==> config.mk <==
export PLATFORM = sky130hd
export DESIGN_NAME = fetch_align_flat
export DESIGN_NICKNAME = d
export VERILOG_FILES = /design/src/rtl/fetch_align_if.sv /design/src/rtl/fetch_align.sv /design/src/flat_wrapper.sv
export SDC_FILE = /design/constraint.sdc
export NUM_CORES = 1
export LEC_CHECK = 0
export ABC_AREA = 1
export BUFFER_PORTS_ARGS = -buffer_cell sky130_fd_sc_hd__buf_2
export CAP_MARGIN = 20
export CORE_UTILIZATION = 40
export DETAILED_ROUTE_END_ITERATION = 8
export PLACE_DENSITY = 0.64
export SLEW_MARGIN = 20
export SYNTH_ARGS = -nofsm -noshare
export SYNTH_HDL_FRONTEND = slang
export SYNTH_SLANG_ARGS = --single-unit
==> constraint.sdc <==
create_clock -name clk -period 6.5 [get_ports clk]
set_clock_uncertainty 0.05 [all_clocks]
set_input_delay 0.325 -clock clk [delete_from_list [all_inputs] [get_ports clk]]
set_output_delay 0.325 -clock clk [all_outputs]
set_load 0.01 [all_outputs]
==> src/rtl/fetch_align_if.sv <==
// Handshake bundle between the fetch alignment buffer, instruction memory,
// the redirect source and the downstream decompressor.
interface fetch_align_if;
  logic        redirect;
  logic [31:1] redirect_pc;
  logic        fetch_req;
  logic [31:2] fetch_addr;
  logic        fetch_gnt;
  logic        fetch_rvalid;
  logic [31:0] fetch_rdata;
  logic        instr_valid;
  logic [31:0] instr_out;
  logic [31:1] instr_pc;
  logic        instr_ready;

  modport slave (
    input  redirect, redirect_pc, fetch_gnt, fetch_rvalid, fetch_rdata, instr_ready,
    output fetch_req, fetch_addr, instr_valid, instr_out, instr_pc
  );

  modport master (
    output redirect, redirect_pc, fetch_gnt, fetch_rvalid, fetch_rdata, instr_ready,
    input  fetch_req, fetch_addr, instr_valid, instr_out, instr_pc
  );
endinterface

==> src/rtl/fetch_align.sv <==
// Fetch alignment buffer: word fetches into a 4-halfword queue, one whole
// 16- or 32-bit instruction presented per handshake, flushed on redirect.
module fetch_align #(
  parameter logic [31:0] RESET_PC = 32'h0000_0000
) (
  input  logic         clk,
  input  logic         rst,
  fetch_align_if.slave bus
);
  logic [15:0] hbuf     [4];
  logic [15:0] hbuf_nxt [4];
  logic [2:0]  count_q;
  logic [2:0]  count_nxt;
  logic [2:0]  base;
  logic [31:1] head_pc_q;
  logic [31:2] next_fetch_q;
  logic        pending_q;
  logic        drop_low_q;
  logic        stale_q;
  logic        head_comp;
  logic        handshake;
  logic        grant;
  logic        accept;
  logic [1:0]  consumed;
  logic [1:0]  appended;
  logic [15:0] first_hw;

  assign head_comp       = hbuf[0][1:0] != 2'b11;
  assign bus.instr_valid = (count_q >= 3'd2) || ((count_q == 3'd1) && head_comp);
  assign bus.instr_out   = {((!head_comp) || (count_q >= 3'd2)) ? hbuf[1] : 16'h0000, hbuf[0]};
  assign bus.instr_pc    = head_pc_q;
  assign bus.fetch_req   = !rst && !pending_q && (count_q <= 3'd2);
  assign bus.fetch_addr  = next_fetch_q;

  // A redirect cycle swallows both the downstream handshake and any response.
  assign grant     = bus.fetch_req && bus.fetch_gnt;
  assign handshake = bus.instr_valid && bus.instr_ready && !bus.redirect;
  assign accept    = bus.fetch_rvalid && !stale_q && !bus.redirect;
  assign consumed  = handshake ? (head_comp ? 2'd1 : 2'd2) : 2'd0;
  assign appended  = accept ? (drop_low_q ? 2'd1 : 2'd2) : 2'd0;
  assign base      = count_q - {1'b0, consumed};
  assign count_nxt = base + {1'b0, appended};
  assign first_hw  = drop_low_q ? bus.fetch_rdata[31:16] : bus.fetch_rdata[15:0];

  always_comb begin
    hbuf_nxt = hbuf;
    if (consumed == 2'd1) begin
      hbuf_nxt = '{hbuf[1], hbuf[2], hbuf[3], 16'h0000};
    end else if (consumed == 2'd2) begin
      hbuf_nxt = '{hbuf[2], hbuf[3], 16'h0000, 16'h0000};
    end
    // New halfwords land behind whatever survives the shift.
    if ((appended != 2'd0) && (base < 3'd4)) begin
      hbuf_nxt[base[1:0]] = first_hw;
    end
    if ((appended == 2'd2) && (base < 3'd3)) begin
      hbuf_nxt[base[1:0] + 2'd1] = bus.fetch_rdata[31:16];
    end
  end

  always_ff @(posedge clk) begin
    if (rst) begin
      hbuf         <= '{default: 16'h0000};
      count_q      <= 3'd0;
      pending_q    <= 1'b0;
      // A grant still in flight must not leak its response into the new stream.
      stale_q      <= pending_q && !bus.fetch_rvalid;
      head_pc_q    <= RESET_PC[31:1];
      next_fetch_q <= RESET_PC[31:2];
      drop_low_q   <= RESET_PC[1];
    end else begin
      if (grant) begin
        pending_q <= 1'b1;
      end else if (bus.fetch_rvalid) begin
        pending_q <= 1'b0;
      end

      if (bus.redirect) begin
        count_q      <= 3'd0;
        head_pc_q    <= bus.redirect_pc;
        next_fetch_q <= bus.redirect_pc[31:2];
        drop_low_q   <= bus.redirect_pc[1];
        stale_q      <= (pending_q && !bus.fetch_rvalid) || grant;
      end else begin
        hbuf    <= hbuf_nxt;
        count_q <= count_nxt;
        if (handshake) begin
          head_pc_q <= head_pc_q + 31'(consumed);
        end
        if (grant) begin
          next_fetch_q <= next_fetch_q + 30'd1;
        end
        if (bus.fetch_rvalid) begin
          stale_q <= 1'b0;
        end
        if (accept) begin
          drop_low_q <= 1'b0;
        end
      end
    end
  end
endmodule

==> src/flat_wrapper.sv <==
// flat-port wrapper written by rule: the top's interface ports become plain ports
module fetch_align_flat 
#(
  parameter logic [31:0] RESET_PC = 32'h0000_0000
)
  (clk, rst, bus_redirect, bus_redirect_pc, bus_fetch_gnt, bus_fetch_rvalid, bus_fetch_rdata, bus_instr_ready, bus_fetch_req, bus_fetch_addr, bus_instr_valid, bus_instr_out, bus_instr_pc);
  fetch_align_if bus_i ();
  input  logic clk;
  input  logic rst;
  input wire logic [$bits(bus_i.redirect)-1:0] bus_redirect;
  input wire logic [$bits(bus_i.redirect_pc)-1:0] bus_redirect_pc;
  input wire logic [$bits(bus_i.fetch_gnt)-1:0] bus_fetch_gnt;
  input wire logic [$bits(bus_i.fetch_rvalid)-1:0] bus_fetch_rvalid;
  input wire logic [$bits(bus_i.fetch_rdata)-1:0] bus_fetch_rdata;
  input wire logic [$bits(bus_i.instr_ready)-1:0] bus_instr_ready;
  output wire logic [$bits(bus_i.fetch_req)-1:0] bus_fetch_req;
  output wire logic [$bits(bus_i.fetch_addr)-1:0] bus_fetch_addr;
  output wire logic [$bits(bus_i.instr_valid)-1:0] bus_instr_valid;
  output wire logic [$bits(bus_i.instr_out)-1:0] bus_instr_out;
  output wire logic [$bits(bus_i.instr_pc)-1:0] bus_instr_pc;
  assign bus_i.redirect = bus_redirect;
  assign bus_i.redirect_pc = bus_redirect_pc;
  assign bus_i.fetch_gnt = bus_fetch_gnt;
  assign bus_i.fetch_rvalid = bus_fetch_rvalid;
  assign bus_i.fetch_rdata = bus_fetch_rdata;
  assign bus_i.instr_ready = bus_instr_ready;
  assign bus_fetch_req = bus_i.fetch_req;
  assign bus_fetch_addr = bus_i.fetch_addr;
  assign bus_instr_valid = bus_i.instr_valid;
  assign bus_instr_out = bus_i.instr_out;
  assign bus_instr_pc = bus_i.instr_pc;
  fetch_align #(.RESET_PC(RESET_PC)) u_core (.clk(clk), .rst(rst), .bus(bus_i));
endmodule
==> results.cfg, run 1 <==
[synth]
yosys-top-cells-area = dfxtp_1 28%, nand2_1 25%, inv_1 7.3%
synth_top_area_frac = 0.2813
ys_types = 43
ys_top_cells_by_count = 627 x nand2_1, 179 x inv_1, 130 x dfxtp_1, 122 x nor2_1, 120 x nand3_1
synth.most_common_cell = nand2_1
synthFlopType = dfxtp_1
synth_edf_count = 1
ys_seq_elements = 131
yosysTopAreaCell = dfxtp_1
syn_avg_cell_area_sq_um = 5.803
syn_inst = 1594
ys_async_sr_fraction = 0
syn_area_sq_um = 9250
synth_warnings = 0
syn_nets = 1671
ys_seq_area_frac = 0.2846

[finish]
nets = 1778
drive_above_1_share = 0.1389
area_growth_pct = 16.24
fill_cells = 2402
design_area_sq_um = 10750
stdcell_count = 1998
antenna_cells = 0

[route]
wl_per_cell_um = 16.70
drt_wl_total_mm = 33.38
drc_errors = 0
viasPerCell = 5.329
postRouteAntennaNets = 0
drt-initial-drc-count = 968
num_vias = 10650
dr.pass1.iters = 9

[placed_design]
dp_hpwl_mm = 22.83
port_buffers = 163
place_area_sq_um = 10080
placed_cells = 1966
gp_congestion = 0.9391

[worst_setup_path]
critPathMaxFanout = 18
crit_path_end_kind = register
worst_setup_path_start_kind = register
crit_slowest_cell = nor2_2
path_delay_family = simple AND/OR/NAND/NOR gates
crit_top_cell = nand2_1
critPathArrivalTime_ns = 4.03
worst_path_largest_cell_delay_ns = 0.76
cp.buffers_inverters = 4
cp.required_ns = 6.73
cp_cell_sequence = nand2_1 -> nand2_1 -> nand2_1 -> nand3_2 -> nor2_4 -> ha_1 -> inv_1 -> fa_1 -> inv_1 -> nand4_4 -> nor2_2 -> inv_2 -> nand2_1 -> inv_1 -> nand2_1 -> a21oi_1
criticalPathCategory = register to register

[timing]
report.final.slew_viol_count = 0
period_needed_ns = 3.798
clock.fmax_mhz = 263.3
final.setup.tns_ns = 0
maxSlewHeadroom = 0.3892
rsz0062_at_grt = no
final_hold_viol_count = 0
setup_violations = 0
period_share = 0.5843
tightestPinTransition_ns = 0.9153

[cts]
cts_tree = built
clk_pin_slew_ns = 0.06
htreeDepth = 4
cts_buffers = 17
cts.repair.resized = 0
cts_setup_buffers = 0
cts.path.max_buffers = 2
cts_root_buffer = clkbuf_16
cts_hold_buf = 0
insertion_delay_ns = 0.43
cts.sinks = 131

[min_path]
min_path_type = primary input to register

[global_routing]
grt_pass1_wl_mm = 52.01
busiest_layer = met2
track_usage = 0.2807
antenna_found_initial = 0
grt_overflow_total = 0
grt_max_degree = 65
grt_use_met1 = 0.3655
use_met2 = 0.4606
met3_usage = 0.04848
grt_pass1_vias = 9569

[die]
row_count = 55
fp.dieH_um = 154.1
dieArea_sq_um = 23740
io_pins = 164
start_util = 0.4086
die_x_um = 154.1
core_area_sq_um = 22640

[power_and_ir_drop]
pwr-share-seq = 0.388
power.density_nw_per_um2 = 218.3
p_sw_frac = 0.2984
p_sw_uw = 700.6
irDropWorstVdd_mv = 0.1587
p_int_uw = 1647
cellLeakagePower_uw = 0.004957
p_clk_frac = 0.459
power_frac_comb = 0.152

[job]
drv_cap = 0

[outcome]
outcome = finished clean
[flip-flops by register name, indices dropped and copies added, names as in the netlist]
name                   flops
u_core.hbuf               48
u_core.bus.instr_pc       31
u_core.bus.fetch_addr     30
u_core.bus.instr_out      16
u_core.count_q             3
u_core.drop_low_q          1
u_core.pending_q           1
u_core.stale_q             1
[power by group through the flow]
stage | logic (uW) | registers (uW) | clock network [uW]
floorplan | 224 | 918 | 0
global placement | 347 | 927 | 0
detailed placement | 351 | 926 | 0
CTS | 353 | 909 | 1090
global route | 398 | 917 | 1120
finish | 358 | 911 | 1080
[path summary, 6_finish.rpt]
path                      startpoint                       to  slack (ns)  cells past startpoint
max reg2reg  u_core.bus.instr_out[0]          u_core.hbuf[20]        2.70                     16
min              bus_redirect_pc[19]  u_core.bus.instr_pc[20]        0.13                      3
min reg2reg  u_core.bus.instr_out[3]  u_core.bus.instr_out[3]        0.42                      2
max          u_core.bus.instr_out[0]          u_core.hbuf[20]        2.70                     16
[metrics by stage]
stage | utilization | power, uW | hold WS, ns | worst slack, ns
2_1_floorplan | - | 1141 | 0.3854 | 3.514
3_3_place_gp | 0.4447 | 1274 | 0.4115 | 2.453
3_5_place_dp | 0.4453 | 1278 | 0.4085 | 2.318
4_1_cts | 0.4737 | 2349 | 0.1155 | 2.743
5_1_grt | 0.4749 | 2438 | 0.1149 | 2.432
6_report | 0.4749 | 2348 | 0.1278 | 2.702
[logic make-up after synthesis]
| family | Yosys count | share of synthesized area |
|---|---|---|
| compound gates | 233 | 0.1412 |
| fa+ha+maj | 8 | 0.01326 |
| xor+xnor | 29 | 0.02746 |
| flops | 131 | 0.2846 |
| simple gates | 921 | 0.4089 |
| buf+inv | 272 | 0.1246 |
[area by class of cell]
class,instances,area (sq um),area share
repair buffers,176,940.9,0.08750
flip-flops and latches,131,2633,0.2448
multi-input cells,1191,5488,0.5104
clock inverters,11,175.2,0.01629
well taps,285,356.6,0.03316
clock buffers,20,467.9,0.04352
inverters,184,691.9,0.06435
[worst min-delay path, stage by stage]
cell and delay [ns]:
buf_2 0.14, nand2_1 0.06, nand2_1 0.06
[metal layers]
metal,wire length [um],vias up
li1,-,5257
met1,14210,4816
met2,15420,514
met3,2878,60
met4,871,0
met5,0,-
[cell usage in the layout (no fill, tap or decap), drive strengths merged, types with 25 or more instances in the layout]
cell type / Yosys / layout
dfxtp: 130 / 130
buf: 52 / 176
o21ai: 88 / 88
inv: 182 / 183
nand3: 120 / 120
nand4: 28 / 28
nand2: 631 / 631
a21oi: 100 / 100
xor2: 25 / 25
nor2: 126 / 126
(Power assumes the default switching activity.)
==> run 2, diff against run 1 <==
==> constraint.sdc (replaced) <==
create_clock -name clk -period 3.51 [get_ports clk]
set_clock_uncertainty 0.05 [all_clocks]
set_input_delay 0.1755 -clock clk [delete_from_list [all_inputs] [get_ports clk]]
set_output_delay 0.1755 -clock clk [all_outputs]
set_load 0.01 [all_outputs]
==> run 2 against run 1 <==
  * First-iteration DRC count down 9.3%
  * Utilization up 0.30 points
  * Combinational power up 89%
  * Fmax up 20%
  * Total power up 81%
  * Clock power up 76%
  * Count of clock-buffer cells in the layout down 2
  * Critical path depth unchanged
  * Largest cell class unchanged
  * Largest power group unchanged
==> results.cfg, run 2 (synthesis gave the netlist of run 1 again) <==
[timing]
rsz0062_at_grt = no
final.setup.tns_ns = 0
tightestPinTransition_ns = 0.8421
period_needed_ns = 3.160
period_share = 0.9002
clock.fmax_mhz = 316.5
report.final.slew_viol_count = 0
maxSlewHeadroom = 0.4386
whs_ns = 0.02334
setup_violations = 0
final_hold_viol_count = 0

[route]
num_vias = 10680
drt-initial-drc-count = 878
viasPerCell = 5.304
postRouteAntennaNets = 0
drt_wl_total_mm = 33.78
dr.pass1.iters = 8
drc_errors = 0
wl_per_cell_um = 16.77

[worst_setup_path]
cp.required_ns = 3.77
crit_slowest_cell = inv_1
critPathMaxFanout = 16
crit_top_cell = nand2_1
path_delay_family = simple AND/OR/NAND/NOR gates
worst_path_largest_cell_delay_ns = 0.60
crit_path_end_kind = register
cp.buffers_inverters = 4
critPathArrivalTime_ns = 3.42
criticalPathCategory = register to register
cp_cell_sequence = nand2_1 -> nand2_1 -> nand2_1 -> nand3_2 -> nor2_4 -> ha_1 -> inv_1 -> fa_1 -> inv_1 -> nand4_4 -> inv_1 -> nand2_1 -> nand2_1 -> inv_1 -> nand2_1 -> a21oi_1
worst_setup_path_start_kind = register

[cts]
insertion_delay_ns = 0.43
clk_pin_slew_ns = 0.07
cts_setup_buffers = 0
htreeDepth = 4
cts.path.max_buffers = 2
cts_root_buffer = clkbuf_16
cts_buffers = 17
cts.sinks = 131
cts_tree = built
cts.repair.resized = 0

[die]
core_area_sq_um = 22640
fp.dieH_um = 154.1
io_pins = 164
row_count = 55
die_x_um = 154.1
start_util = 0.4086
dieArea_sq_um = 23740

[outcome]
outcome = finished clean

[finish]
final_cell_mix = 627 x nand2_1, 179 x inv_1, 163 x buf_2
largest_reg_flops = 48
antenna_cells = 0
fin_util = 0.4780
final_common_cell = nand2_1
area_growth_pct = 16.99
nets = 1793
drive_above_1_share = 0.1429
fill_cells = 2440
design_area_sq_um = 10820
top_register = u_core.hbuf

[placed_design]
place_area_sq_um = 10140
port_buffers = 163
dp_hpwl_mm = 23.27
gp_congestion = 0.9230

[job]
drv_cap = 0

[power_and_ir_drop]
cellLeakagePower_uw = 0.005007
irDropWorstVdd_mv = 0.3116
total_power_uw = 4255
power.density_nw_per_um2 = 393.2

[global_routing]
grt_overflow_total = 0
grt_pass1_wl_mm = 52.56
grt_max_degree = 65
antenna_found_initial = 0
track_usage = 0.2830
grt_pass1_vias = 9725

[min_path]
min_path_type = primary input to register
==> run 2: cell count changes in the layout (fill, tap and decap cells not counted), sizes merged, moves of 2 or more <==
cell	delta
clkinv	+3
clkbuf	-2
dlygate4sd3	+7
inv	+2
buf	+8
==> run 2: final timing paths <==
path | startpoint | endpoint | slack (ns) | cells past startpoint
worst min register to register | u_core.bus.instr_out[3] | u_core.bus.instr_out[3] | 0.42 | 2
worst max-delay path | u_core.bus.instr_out[0] | u_core.hbuf[47] | 0.35 | 16
worst max register to register | u_core.bus.instr_out[0] | u_core.hbuf[47] | 0.35 | 16
worst min-delay path | bus_redirect_pc[12] | u_core.bus.instr_pc[13] | 0.02 | 3
==> run 2: layer usage <==
metal  vias to the layer above  routed length [um]  track usage
met5                         -                   0            0
met4                         0                 989       0.1286
met3                        69                2881      0.04876
met2                       473               15610       0.4677
met1                      4861               14300       0.3593
li1                       5279                   -            -
==> run 2: stage by stage <==
step / instances / setup WS [ns]
floorplan: 1594 / 0.5237
global placement: 1975 / 0.5015
detailed placement: 1975 / 0.4299
CTS: 2014 / 0.4037
global route: 2014 / 0.1041
finish: 2014 / 0.3503
==> run 2: layout make-up <==
type / count / area (sq um) / area share
Tap cell: 285 / 356.6 / 0.03295
Clock buffer: 18 / 429.2 / 0.03966
Clock inverter: 14 / 180.2 / 0.01665
Inverter: 184 / 691.9 / 0.06394
Sequential cell: 131 / 2633 / 0.2433
Multi-Input combinational cell: 1191 / 5488 / 0.5071
Timing Repair Buffer: 191 / 1044 / 0.09643
==> run 2: power breakdown <==
part | internal, uW | switching (uW) | leakage (uW) | total (uW)
sequential | 1570 | 108 | 0.00108 | 1680
clock | 1130 | 769 | 0.000297 | 1900
combinational | 231 | 444 | 0.00363 | 675
==> run 2: repair_timing <==
action	in CTS	in global routing
setup endpoints to repair	0	0
hold endpoints to repair	7	0
hold buffers	7	0
==> run 2: worst min-delay path, delay by kind of cell <==
kind,cells,cell delay (ns)
AND/OR/NAND/NOR,1,0.10
AO/OA/AOI/OAI,1,0.09
buffers and inverters,1,0.09
